### src/rtl/pc_ctrl_pkg.sv
// Shared PC-source select codes, instruction class codes, exception vector selects
// and the sequencer state encoding for the multicycle MIPS control path.
package pc_ctrl_pkg;

    localparam logic [2:0] PCSRC_ALU     = 3'b000;
    localparam logic [2:0] PCSRC_JUMP    = 3'b001;
    localparam logic [2:0] PCSRC_ALU_OUT = 3'b010;
    localparam logic [2:0] PCSRC_EPC     = 3'b011;
    localparam logic [2:0] PCSRC_VECTOR  = 3'b100;

    localparam logic [2:0] OP_SEQ  = 3'b000;
    localparam logic [2:0] OP_BEQ  = 3'b001;
    localparam logic [2:0] OP_BNE  = 3'b010;
    localparam logic [2:0] OP_BGT  = 3'b011;
    localparam logic [2:0] OP_BLE  = 3'b100;
    localparam logic [2:0] OP_JUMP = 3'b101;
    localparam logic [2:0] OP_JR   = 3'b110;
    localparam logic [2:0] OP_RTE  = 3'b111;

    localparam logic [1:0] EXC_SEL_NONE   = 2'b00;
    localparam logic [1:0] EXC_SEL_OPCODE = 2'b01;
    localparam logic [1:0] EXC_SEL_OVF    = 2'b10;
    localparam logic [1:0] EXC_SEL_DIV0   = 2'b11;

    typedef enum logic [2:0] {
        ST_IDLE,
        ST_UPD,
        ST_EXC_SAVE,
        ST_EXC_READ,
        ST_EXC_WAIT,
        ST_EXC_LOAD
    } state_t;

    // Invalid opcode outranks overflow, which outranks divide-by-zero.
    function automatic logic [1:0] exc_winner(input logic opcode, input logic ovf, input logic div0);
        if (opcode)
            return EXC_SEL_OPCODE;
        else if (ovf)
            return EXC_SEL_OVF;
        else if (div0)
            return EXC_SEL_DIV0;
        else
            return EXC_SEL_NONE;
    endfunction

    function automatic logic branch_taken(input logic [2:0] op, input logic zero, input logic gt);
        case (op)
            OP_BEQ:  return zero;
            OP_BNE:  return ~zero;
            OP_BGT:  return gt;
            OP_BLE:  return ~gt;
            default: return 1'b1;
        endcase
    endfunction

    function automatic logic [2:0] class_source(input logic [2:0] op);
        case (op)
            OP_SEQ:  return PCSRC_ALU;
            OP_JUMP: return PCSRC_JUMP;
            OP_RTE:  return PCSRC_EPC;
            default: return PCSRC_ALU_OUT;
        endcase
    endfunction

endpackage

### src/rtl/exc_wait_counter.sv
// 4-bit loadable down-counter that times the exception vector memory read.
module exc_wait_counter (
    input  logic       clk,
    input  logic       reset,
    input  logic       load,
    input  logic [3:0] load_value,
    input  logic       dec,
    output logic       zero
);

    logic [3:0] count;

    always_ff @(posedge clk) begin
        if (reset)
            count <= 4'd0;
        else if (load)
            count <= load_value;
        else if (dec && count != 4'd0)
            count <= count - 4'd1;
    end

    assign zero = (count == 4'd0);

endmodule

### src/rtl/pc_source_ctrl.sv
// PC-source sequencer: resolves branches/jumps/returns and walks the exception
// path (EPC save, vector byte read, PC load) with fully registered outputs.
module pc_source_ctrl
    import pc_ctrl_pkg::*;
#(
    parameter int MEM_LAT = 2
) (
    input  logic       clk,
    input  logic       reset,
    input  logic       pc_req,
    input  logic [2:0] op_class,
    input  logic       alu_zero,
    input  logic       alu_gt,
    input  logic       exc_opcode,
    input  logic       exc_ovf,
    input  logic       exc_div0,
    output logic [2:0] pc_source,
    output logic       pc_write,
    output logic       epc_write,
    output logic       exc_mem_read,
    output logic [1:0] exc_addr_sel,
    output logic       busy,
    output logic       done
);

    state_t     state;
    logic [1:0] exc_sel_q;
    logic       exc_any;
    logic       taken;
    logic [2:0] upd_source;
    logic       cnt_load;
    logic       cnt_dec;
    logic       cnt_zero;

    assign exc_any    = exc_opcode | exc_ovf | exc_div0;
    assign taken      = branch_taken(op_class, alu_zero, alu_gt);
    assign upd_source = taken ? class_source(op_class) : PCSRC_ALU;
    assign cnt_load   = (state == ST_EXC_READ);
    assign cnt_dec    = (state == ST_EXC_WAIT) && !cnt_zero;

    exc_wait_counter u_wait (
        .clk        (clk),
        .reset      (reset),
        .load       (cnt_load),
        .load_value (4'(MEM_LAT - 1)),
        .dec        (cnt_dec),
        .zero       (cnt_zero)
    );

    // Outputs are assigned for the state being entered, so they appear in the
    // same cycle as that state; anything not set below falls back to idle values.
    always_ff @(posedge clk) begin
        if (reset) begin
            state        <= ST_IDLE;
            exc_sel_q    <= EXC_SEL_NONE;
            pc_source    <= PCSRC_ALU;
            pc_write     <= 1'b0;
            epc_write    <= 1'b0;
            exc_mem_read <= 1'b0;
            exc_addr_sel <= EXC_SEL_NONE;
            busy         <= 1'b0;
            done         <= 1'b0;
        end else begin
            pc_source    <= PCSRC_ALU;
            pc_write     <= 1'b0;
            epc_write    <= 1'b0;
            exc_mem_read <= 1'b0;
            exc_addr_sel <= EXC_SEL_NONE;
            busy         <= 1'b0;
            done         <= 1'b0;
            case (state)
                ST_IDLE: begin
                    if (pc_req) begin
                        if (exc_any) begin
                            state     <= ST_EXC_SAVE;
                            exc_sel_q <= exc_winner(exc_opcode, exc_ovf, exc_div0);
                            epc_write <= 1'b1;
                            busy      <= 1'b1;
                        end else begin
                            state     <= ST_UPD;
                            pc_write  <= taken;
                            pc_source <= upd_source;
                            done      <= 1'b1;
                        end
                    end
                end
                ST_UPD: begin
                    state <= ST_IDLE;
                end
                ST_EXC_SAVE: begin
                    state        <= ST_EXC_READ;
                    exc_mem_read <= 1'b1;
                    exc_addr_sel <= exc_sel_q;
                    busy         <= 1'b1;
                end
                ST_EXC_READ: begin
                    state        <= ST_EXC_WAIT;
                    exc_addr_sel <= exc_sel_q;
                    busy         <= 1'b1;
                end
                ST_EXC_WAIT: begin
                    if (cnt_zero) begin
                        state     <= ST_EXC_LOAD;
                        pc_source <= PCSRC_VECTOR;
                        pc_write  <= 1'b1;
                        done      <= 1'b1;
                    end else begin
                        exc_addr_sel <= exc_sel_q;
                        busy         <= 1'b1;
                    end
                end
                ST_EXC_LOAD: begin
                    state <= ST_IDLE;
                end
                default: begin
                    state <= ST_IDLE;
                end
            endcase
        end
    end

endmodule
### config.mk
export PLATFORM = sky130hd
export DESIGN_NAME = pc_source_ctrl
export DESIGN_NICKNAME = d
export VERILOG_FILES = /design/src/rtl/pc_ctrl_pkg.sv /design/src/rtl/exc_wait_counter.sv /design/src/rtl/pc_source_ctrl.sv
export SDC_FILE = /design/constraint.sdc
export NUM_CORES = 1
export LEC_CHECK = 0
export CAP_MARGIN = 10
export CORE_UTILIZATION = 45
export DETAILED_ROUTE_END_ITERATION = 6
export DONT_BUFFER_PORTS = 1
export PLACE_DENSITY = 0.57
export SLEW_MARGIN = 10
export SYNTH_ARGS = -nofsm -noshare
export SYNTH_HDL_FRONTEND = slang
export SYNTH_SLANG_ARGS = --single-unit
### constraint.sdc
create_clock -name clk -period 3.65 [get_ports clk]
set_clock_uncertainty 0.2 [all_clocks]
set_input_delay 0.365 -clock clk [delete_from_list [all_inputs] [get_ports clk]]
set_output_delay 0.365 -clock clk [all_outputs]
set_load 0.02 [all_outputs]
Word-level counts from Yosys, hierarchy flattened:

Index checks and enable logic that the tools add are counted.

* $add $sub $neg: 1
* reductions and logical operators: 13
* equal/unequal tests: 11
* mux-type cells: 30
* bitwise logic cells: 5

Operator list (count)
* 3-bit 2-to-1 mux: 6
* 3-bit by 2-bit equality test with 1-bit output, second input constant: 4
* 3-bit equality test, second input constant: 4
* 3-bit one-hot mux with 4 select lines: 1
* 1-bit 2-to-1 mux: 11
* 2-bit 2-to-1 mux: 5
* 3-bit zero test: 2
* 2-bit one-hot mux with 3 select lines: 1
* 3-bit one-hot mux with 2 select lines: 1
* 2-bit OR reduction: 3
* 4-bit zero test: 1
* 2-bit != test, second input constant: 2
* 1-bit one-hot mux with 2 select lines: 2
* 1-bit one-hot mux with 4 select lines: 1
* 2-bit one-hot mux with 2 select lines: 1
* 4-bit nonzero test: 1
* 4-bit by 1-bit subtractor with 4-bit output, second input constant: 1
* 3-bit by 1-bit equality test with 1-bit output, second input constant: 1
* 1-bit inverter: 3
* 1-bit one-hot mux with 3 select lines: 1
* 3-bit AND reduction: 1
* 1-bit logical AND: 2
* 1-bit bitwise OR: 2
* 2-bit AND reduction: 1
* 2 further kinds: 2

* register bits: 19
* bits of input ports: 11
* output and inout bits: 10
* logic and storage cells: 71

Depth between registers and ports, before layout:

Gate-level depths: netlist of run 1.

* word-level depth: 6
* depth in mapped cells: 5
* depth with buffers taken out: 5

By module:

A second synthesis of run 1 with hierarchy kept.

* cell total of the unflattened synthesis: 102
* area total of the unflattened synthesis: 930.9 sq um

By module, submodules not included
* pc_source_ctrl: cells an instance 73, seq. area each 300.3 sq um, area each 668.1 sq um, times used 1
* exc_wait_counter: cells an instance 29, seq. area each 80.1 sq um, area each 262.8 sq um, times used 1

Worst setup path after synthesis of run 1:

Ideal clock, no wire load.

* path kind: reg-to-reg
* start: reg state[2]
* end: reg u_wait.count[3]
* cell stages (with the launch flop): 6
* data required time: 3.380 ns
* slack: 1.869 ns
* period minus slack after synthesis: 1.781 ns
* buffers on the path: 2
* arrival time: 1.511 ns
* cells stage by stage: dfxtp_1 > buf_6 > or3b_1 > clkbuf_2 > or4_1 > a21oi_1

* cells in the longest elaborated chain, start to end: 3
* elaborated cells between the ends (all ways): 5

Ends and longest elaborated chain
* start: declaration: RTL line pc_source_ctrl.sv:26 `state_t state;`
* start signal: assignment: RTL line pc_source_ctrl.sv:54 `state <= ST_IDLE;`
* start signal: assignment: RTL line pc_source_ctrl.sv:75 `state <= ST_EXC_SAVE;`
* start signal: assignment: RTL line pc_source_ctrl.sv:80 `state <= ST_UPD;`
* 3-bit equality test: RTL line pc_source_ctrl.sv:39 `assign cnt_dec = (state == ST_EXC_WAIT) && !cnt_zero;`
* 1-bit logical AND: RTL line pc_source_ctrl.sv:39
* 1-bit logical AND: RTL line exc_wait_counter.sv:18 `else if (dec && count != 4'd0)`
* end signal: assignment: RTL line exc_wait_counter.sv:17 `count <= load_value;`
* end signal: assignment: RTL line exc_wait_counter.sv:19 `count <= count - 4'd1;`
* end: declaration: RTL line exc_wait_counter.sv:11 `logic [3:0] count;`

Parallel ways exist; a longest one is shown, timed or not.
A chain may end at the register's enable or synchronous reset.

Final worst setup path of run 1:

* start: reg u_wait.count[1]
* end: reg done

* cells in the longest elaborated chain, start to end: 3

Ends and longest elaborated chain
* 4-bit zero test: RTL line exc_wait_counter.sv:22 `assign zero = (count == 4'd0);`
* 1-bit 2-to-1 mux: RTL line pc_source_ctrl.sv:102 `if (cnt_zero) begin`
* 1-bit one-hot mux with 2 select lines: RTL line pc_source_ctrl.sv:71 `case (state)`
* end signal: assignment: RTL line pc_source_ctrl.sv:70 `done <= 1'b0;`
* end signal: assignment: RTL line pc_source_ctrl.sv:83 `done <= 1'b1;`
* end signal: assignment: RTL line pc_source_ctrl.sv:106 `done <= 1'b1;`
* end: declaration: RTL line pc_source_ctrl.sv:23 `output logic done`

No other way between the ends.

==> results of run 1 <==
==> cell usage after synthesis <==
cell                        instances  area (um2)
sky130_fd_sc_hd__nor2b_1            1        6.26
sky130_fd_sc_hd__a211oi_1           4        30.0
sky130_fd_sc_hd__nand2_1            4        15.0
sky130_fd_sc_hd__o21ai_0            6        30.0
sky130_fd_sc_hd__nand2b_1           3        18.8
sky130_fd_sc_hd__a31oi_1            1        6.26
sky130_fd_sc_hd__or3_1              3        18.8
sky130_fd_sc_hd__or4_1              2        15.0
sky130_fd_sc_hd__nor3b_1            3        22.5
sky130_fd_sc_hd__or3b_1             1        8.76
sky130_fd_sc_hd__a221oi_1           3        26.3
sky130_fd_sc_hd__mux2i_1            1        10.0
sky130_fd_sc_hd__a2111oi_0          1        8.76
sky130_fd_sc_hd__nand4bb_1          1        11.3
sky130_fd_sc_hd__buf_6              1        11.3
sky130_fd_sc_hd__clkbuf_2           1        5.00
sky130_fd_sc_hd__nor4b_4            1        23.8
sky130_fd_sc_hd__dfxtp_1           19         380
sky130_fd_sc_hd__ha_1               1        12.5
sky130_fd_sc_hd__nor4_1             1        6.26
sky130_fd_sc_hd__or2_2              1        6.26
sky130_fd_sc_hd__nor3_1             4        20.0
sky130_fd_sc_hd__nand3b_1           2        15.0
sky130_fd_sc_hd__a211o_1            1        8.76
sky130_fd_sc_hd__nand4b_1           1        8.76
sky130_fd_sc_hd__a21oi_1            6        30.0
sky130_fd_sc_hd__nor2_1             1        3.75
sky130_fd_sc_hd__and3_1             1        6.26
sky130_fd_sc_hd__a311oi_1           1        8.76
sky130_fd_sc_hd__clkbuf_1           2        7.51
sky130_fd_sc_hd__inv_1              6        22.5
==> sequential cells by signal, summed over array words and instances (netlist names) <==
register	cells
busy	1
exc_mem_read	1
pc_source	3
u_wait.count	4
exc_sel_q	2
exc_addr_sel	2
pc_write	1
done	1
epc_write	1
state	3
==> power breakdown <==
group | switching, mW | leakage [nW] | internal, mW
clock | 0.0652 | 0.0177 | 0.0408
combinational | 0.0169 | 0.135 | 0.0166
sequential | 0.0139 | 0.155 | 0.217
total | 0.0960 | 0.307 | 0.274
==> how the worst max path moves through the flow <==
stage | start | cells past startpoint | endpoint | slack, ns
6_report | u_wait.count[1] | 5 | done | 1.68
5_1_grt | u_wait.count[1] | 5 | done | 1.45
4_1_cts | u_wait.count[1] | 5 | done | 1.69
3_5_place_dp | state[2] | 3 | u_wait.count[3] | 1.74
3_3_place_gp | state[2] | 3 | u_wait.count[3] | 1.74
2_1_floorplan | state[2] | 5 | u_wait.count[3] | 1.87
==> stage by stage <==
stage	util	hold slack (ns)
finish	0.538	0.0121
global route	0.538	0.0197
CTS	0.538	0.000866
detailed placement	0.509	0.239
global placement	0.509	0.240
floorplan	-	0.224
==> critical path, delay by kind of cell, from the launching register on <==
| family | cells | cell delay, ns |
|---|---|---|
| fa+ha+maj | 1 | 0.15 |
| buf+inv | 1 | 0.07 |
| simple gates | 2 | 0.71 |
| compound gates | 1 | 0.38 |
| flops | 1 | 0.33 |
==> timing repair <==
action / 4_1_cts / 5_1_grt
setup buffers: 0 / 0
hold buffers: 2 / 0
hold endpoints to repair: 11 / 0
==> per-layer routing <==
| metal | routed length (um) | global-route usage | vias up |
|---|---|---|---|
| met1 | 756 | 0.222 | 262 |
| met2 | 602 | 0.232 | 15 |
| met5 | 0 | 0 | - |
| met4 | 19 | 0.109 | 0 |
| met3 | 71 | 0.0449 | 2 |
| li1 | - | - | 320 |
==> final cells by class <==
cell class                      count  area share
Clock inverter                      1     0.00583
Multi-Input combinational cell     55       0.440
Timing Repair Buffer                2      0.0233
Inverter                            6      0.0262
Clock buffer                        3      0.0262
Tap cell                           24      0.0350
Sequential cell                    19       0.443
==> cells by family after synthesis <==
| group | count (synthesis) | synth area share |
|---|---|---|
| compound gates | 23 | 0.185 |
| fa+ha+maj | 1 | 0.0155 |
| buf+inv | 10 | 0.0575 |
| flops | 19 | 0.473 |
| mux | 1 | 0.0124 |
| simple gates | 30 | 0.257 |
==> metrics.txt, run 1 <==
maximum VDD drop=between 150 and 200 uV; Clock H-tree levels=1; number of vias in the routed layout=599; post-synthesis register bit count=19; time the worst path needs with I/O delays and setup=~2.0 ns; Setup WS pre-CTS=approximately 1.7 ns; Buffers on Ports=0; r2r startpoint=u_wait.count[1]; net total in the final layout=99; initial antenna violation count=0; number of distinct library cells after synthesis=31; final setup vio count=0; gate count of the mapped netlist=between 80 and 90; first-pass GRT wire length=2350 um; number of hold violations in the final report=0; core region area=roughly 1600 um2; area occupied by multi-input gates=~380 um2; setup repair after global routing missed its margin=no; run status=completed; mean number of vias per cell=5.45; number of remaining DRC errors=0; commonest non-fill, non-tap cell in the layout=sky130_fd_sc_hd__dfxtp_1; mean cell area of the mapped netlist=between 9 and 10 um2; max-capacitance violation count=0; overall routing resource usage=0.166; Cell Rows=14; final weighted congestion of routability-driven global placement=approximately 0.74; clk buf depth=2; total of fill cells in the finished design=153; data arrival time at the worst-slack endpoint=1.94 ns; type of element capturing the critical path=flip-flop; net count of the mapped netlist=96; area grow syn2layout=6.69%; sequential-to-total area share from yosys stat=0.473; violation count after the first detailed-routing iteration=12; CTS buffer count=3; startpoint type of the worst setup path=flip-flop; Highest Clock Rate=about 510 MHz; source-to-sink clock delay at the later pin of the worst-skew pair=~0.29 ns; Detailed Place HPWL=~1000 um; worst slew pin tran=just over 0.7 ns; Top-Level Pins=21; worst reg-to-reg setup slack=between 1.5 and 2 ns; total congestion overflow after global routing=0; number of warnings printed during yosys synthesis=0; number of nets with antenna violations after detailed routing=0; count of cells along the worst register-to-register path=5; total placed instance area=a little over 800 um2; mean routed wirelength per cell=about 13 um; effective utilization at floorplan=0.505; number of diodes added for antenna fixing=0; TritonCTS clock tree=done; largest driver fanout on the critical path=8; die area=1960 um2; maximum number of pins on one net before global-route repair=12; reported leakage power=a little over 0.3 nW; power consumption=between 0.3 and 0.4 mW; hold path cells=2; worst path setup slack after routing=about 1.7 ns; Critical R2R Capture=done; Die Span Y=approximately 44 um; Non-Filler Cell Area, Final=858 um2; fraction of final layout cells with drive strength greater than 1=0.0698; cell chain of the critical path=inv_1 > ha_1 > nor3b_1 > nand2_1 > a2111oi_0; Final Cycle Share=0.539; Root Buffer=sky130_fd_sc_hd__clkbuf_4; mapped cell area=a little over 800 um2; standard cell with the maximum stage delay on the critical path=sky130_fd_sc_hd__nor3b_1; Seq. cell area=380 um2; class of the tightest hold or removal check=input pin to flip-flop; x dimension of the die=between 40 and 50 um; max_slew headroom=0.514; number of placed instances with taps included=around 100; hold_sp=op_class[2]; Setup Total Neg Slack=0 ns; clock tree sinks=19; most frequent cells in the layout=19 x sky130_fd_sc_hd__dfxtp_1, 6 x sky130_fd_sc_hd__inv_1, 6 x sky130_fd_sc_hd__a21oi_1, 6 x sky130_fd_sc_hd__o21ai_0; data required time of the worst path=3.62 ns; number of gates given a new drive strength after cts=0; First-pass DRT Iterations=3; number of standard cells in the layout, taps in and fillers out=110; critical path's largest stage delay=0.61 ns; CP Class=flip-flop to flip-flop; power per unit of standard cell area=431 nW/um2; Hold Path End=pc_source[0]; Post-Route WL=1450 um; final number of max-transition violations=0; vias in the first global route=between 500 and 600; clock slew seen by the registers of the worst setup and hold paths=roughly 0.11 ns
Power figures use the tool's default switching activity.
==> inputs of run 2 (changes only) <==
Settings changed: PLACE_DENSITY 0.57 to 0.59.
Clock period 3.65 ns to 1.75 ns, I/O delays scaled along.
==> metrics.txt, run 2 (synthesis gave the netlist of run 1 again) <==
run status=completed; Final Cycle Share=0.965; Setup WS pre-CTS=~0.058 ns; Critical R2R Capture=busy; final core utilization=0.636; Die Span Y=between 40 and 50 um; reported leakage power=approximately 0.39 nW; initial antenna violation count=0; x dimension of the die=about 44 um; die area=just under 2000 um2; data required time of the worst path=1.77 ns; number of diodes added for antenna fixing=0; core region area=between 1500 and 2000 um2; worst path setup slack after routing=0.0618 ns; r2r startpoint=state[1]; final setup vio count=0; total congestion overflow after global routing=0; max-capacitance violation count=0; Seq. cell area=~380 um2; Detailed Place HPWL=~1100 um; worst slew pin tran=0.500 ns; Cell Rows=14; setup repair after global routing missed its margin=no; overall routing resource usage=0.194; clock tree sinks=19; Highest Clock Rate=roughly 590 MHz; Clock H-tree levels=1; CTS buffer count=3; power per unit of standard cell area=800 nW/um2; clk buf depth=2; maximum VDD drop=roughly 380 uV; Root Buffer=sky130_fd_sc_hd__clkbuf_4; effective utilization at floorplan=0.505; type of element capturing the critical path=flip-flop; number of remaining DRC errors=0; final number of max-transition violations=0; net total in the final layout=roughly 120; count of cells along the worst register-to-register path=5; fraction of final layout cells with drive strength greater than 1=0.157; area grow syn2layout=26.0%; number of setup buffers added after CTS=0; clock slew seen by the registers of the worst setup and hold paths=0.11 ns; total of fill cells in the finished design=between 100 and 150; Largest regs=u_wait.count (4), pc_source (3), state (3); startpoint type of the worst setup path=input pin; hold_sp=alu_gt; area occupied by multi-input gates=just under 400 um2; maximum number of pins on one net before global-route repair=16; launch point of the worst path=exc_opcode; mean number of vias per cell=5.37; worst reg-to-reg setup slack=0.09 ns; First-pass DRT Iterations=4; number of hold violations in the final report=0; most frequent cells in the layout=19 x sky130_fd_sc_hd__dfxtp_1, 11 x sky130_fd_sc_hd__dlygate4sd3_1, 7 x sky130_fd_sc_hd__buf_4; time the worst path needs with I/O delays and setup=1.69 ns; Buffers on Ports=0; commonest non-fill, non-tap cell in the layout=sky130_fd_sc_hd__dfxtp_1; violation count after the first detailed-routing iteration=7; first-pass GRT wire length=~2800 um; flip-flop count of the largest register, all copies and words added=4; mean routed wirelength per cell=13.4 um; largest driver fanout on the critical path=5; final weighted congestion of routability-driven global placement=between 0.7 and 0.8; number of nets with antenna violations after detailed routing=0; Top-Level Pins=21; number of vias in the routed layout=between 600 and 700; data arrival time at the worst-slack endpoint=~1.7 ns; Setup Total Neg Slack=0 ns; TritonCTS clock tree=done; source-to-sink clock delay at the later pin of the worst-skew pair=about 0.3 ns; vias in the first global route=681; Post-Route WL=about 1700 um; class of the tightest hold or removal check=input pin to flip-flop; max_slew headroom=0.666; CP Class=input pin to flip-flop; largest register by flop count=u_wait.count; crit path capture=exc_sel_q[0]
run 2: report_power, final:
group          internal (mW)  total, mW  switching [mW]
sequential             0.452      0.471          0.0194
clock                 0.0851      0.220           0.135
combinational         0.0611      0.120          0.0587
total                  0.598      0.811           0.213
run 2: repair_timing:
action,CTS,global route
hold endpoints to repair,19,0
hold buffers,11,0
setup endpoints to repair,0,9
gates resized for setup,0,3
run 2: cell type report:
type / count / share of cell area
Clock buffer: 3 / 0.0222
Clock inverter: 1 / 0.00494
Inverter: 6 / 0.0222
Multi-Input combinational cell: 55 / 0.385
Sequential cell: 19 / 0.375
Tap cell: 24 / 0.0296
Timing Repair Buffer: 18 / 0.160
run 2: worst min-delay path by stage:
stage | to | slack (ns) | cells after the start
global placement | state[2] | 0.05 | 1
finish | pc_source[0] | 0.03 | 3
floorplan | done | 0.06 | 1
global route | pc_source[0] | 0.04 | 3
CTS | pc_source[0] | 0.02 | 3
detailed placement | exc_addr_sel[0] | 0.05 | 1
run 2: through the flow:
step | hold slack [ns] | area, um2 | instances | power, mW
after CTS | 0.0233 | 1000 | 126 | 0.810
after detailed placement | 0.0515 | 863 | 111 | 0.568
after floorplan | 0.0581 | 805 | 84 | 0.546
after global placement | 0.0492 | 863 | 111 | 0.567
after global routing | 0.0394 | 1010 | 126 | 0.848
final | 0.0268 | 1010 | 126 | 0.811
run 2: routing by layer:
| layer | global-route usage | share of wire | vias up |
|---|---|---|---|
| met5 | 0 | 0 | - |
| met1 | 0.233 | 0.47 | 309 |
| met4 | 0.0909 | 0.011 | 0 |
| met2 | 0.321 | 0.47 | 14 |
| li1 | - | - | 352 |
| met3 | 0.0531 | 0.044 | 2 |
run 2: worst max-delay path, cell delays in order:
cell and delay [ns]:
sky130_fd_sc_hd__dlygate4sd3_1 0.63, sky130_fd_sc_hd__nor2b_1 0.07, sky130_fd_sc_hd__dlygate4sd3_1 0.56, sky130_fd_sc_hd__a221oi_1 0.27
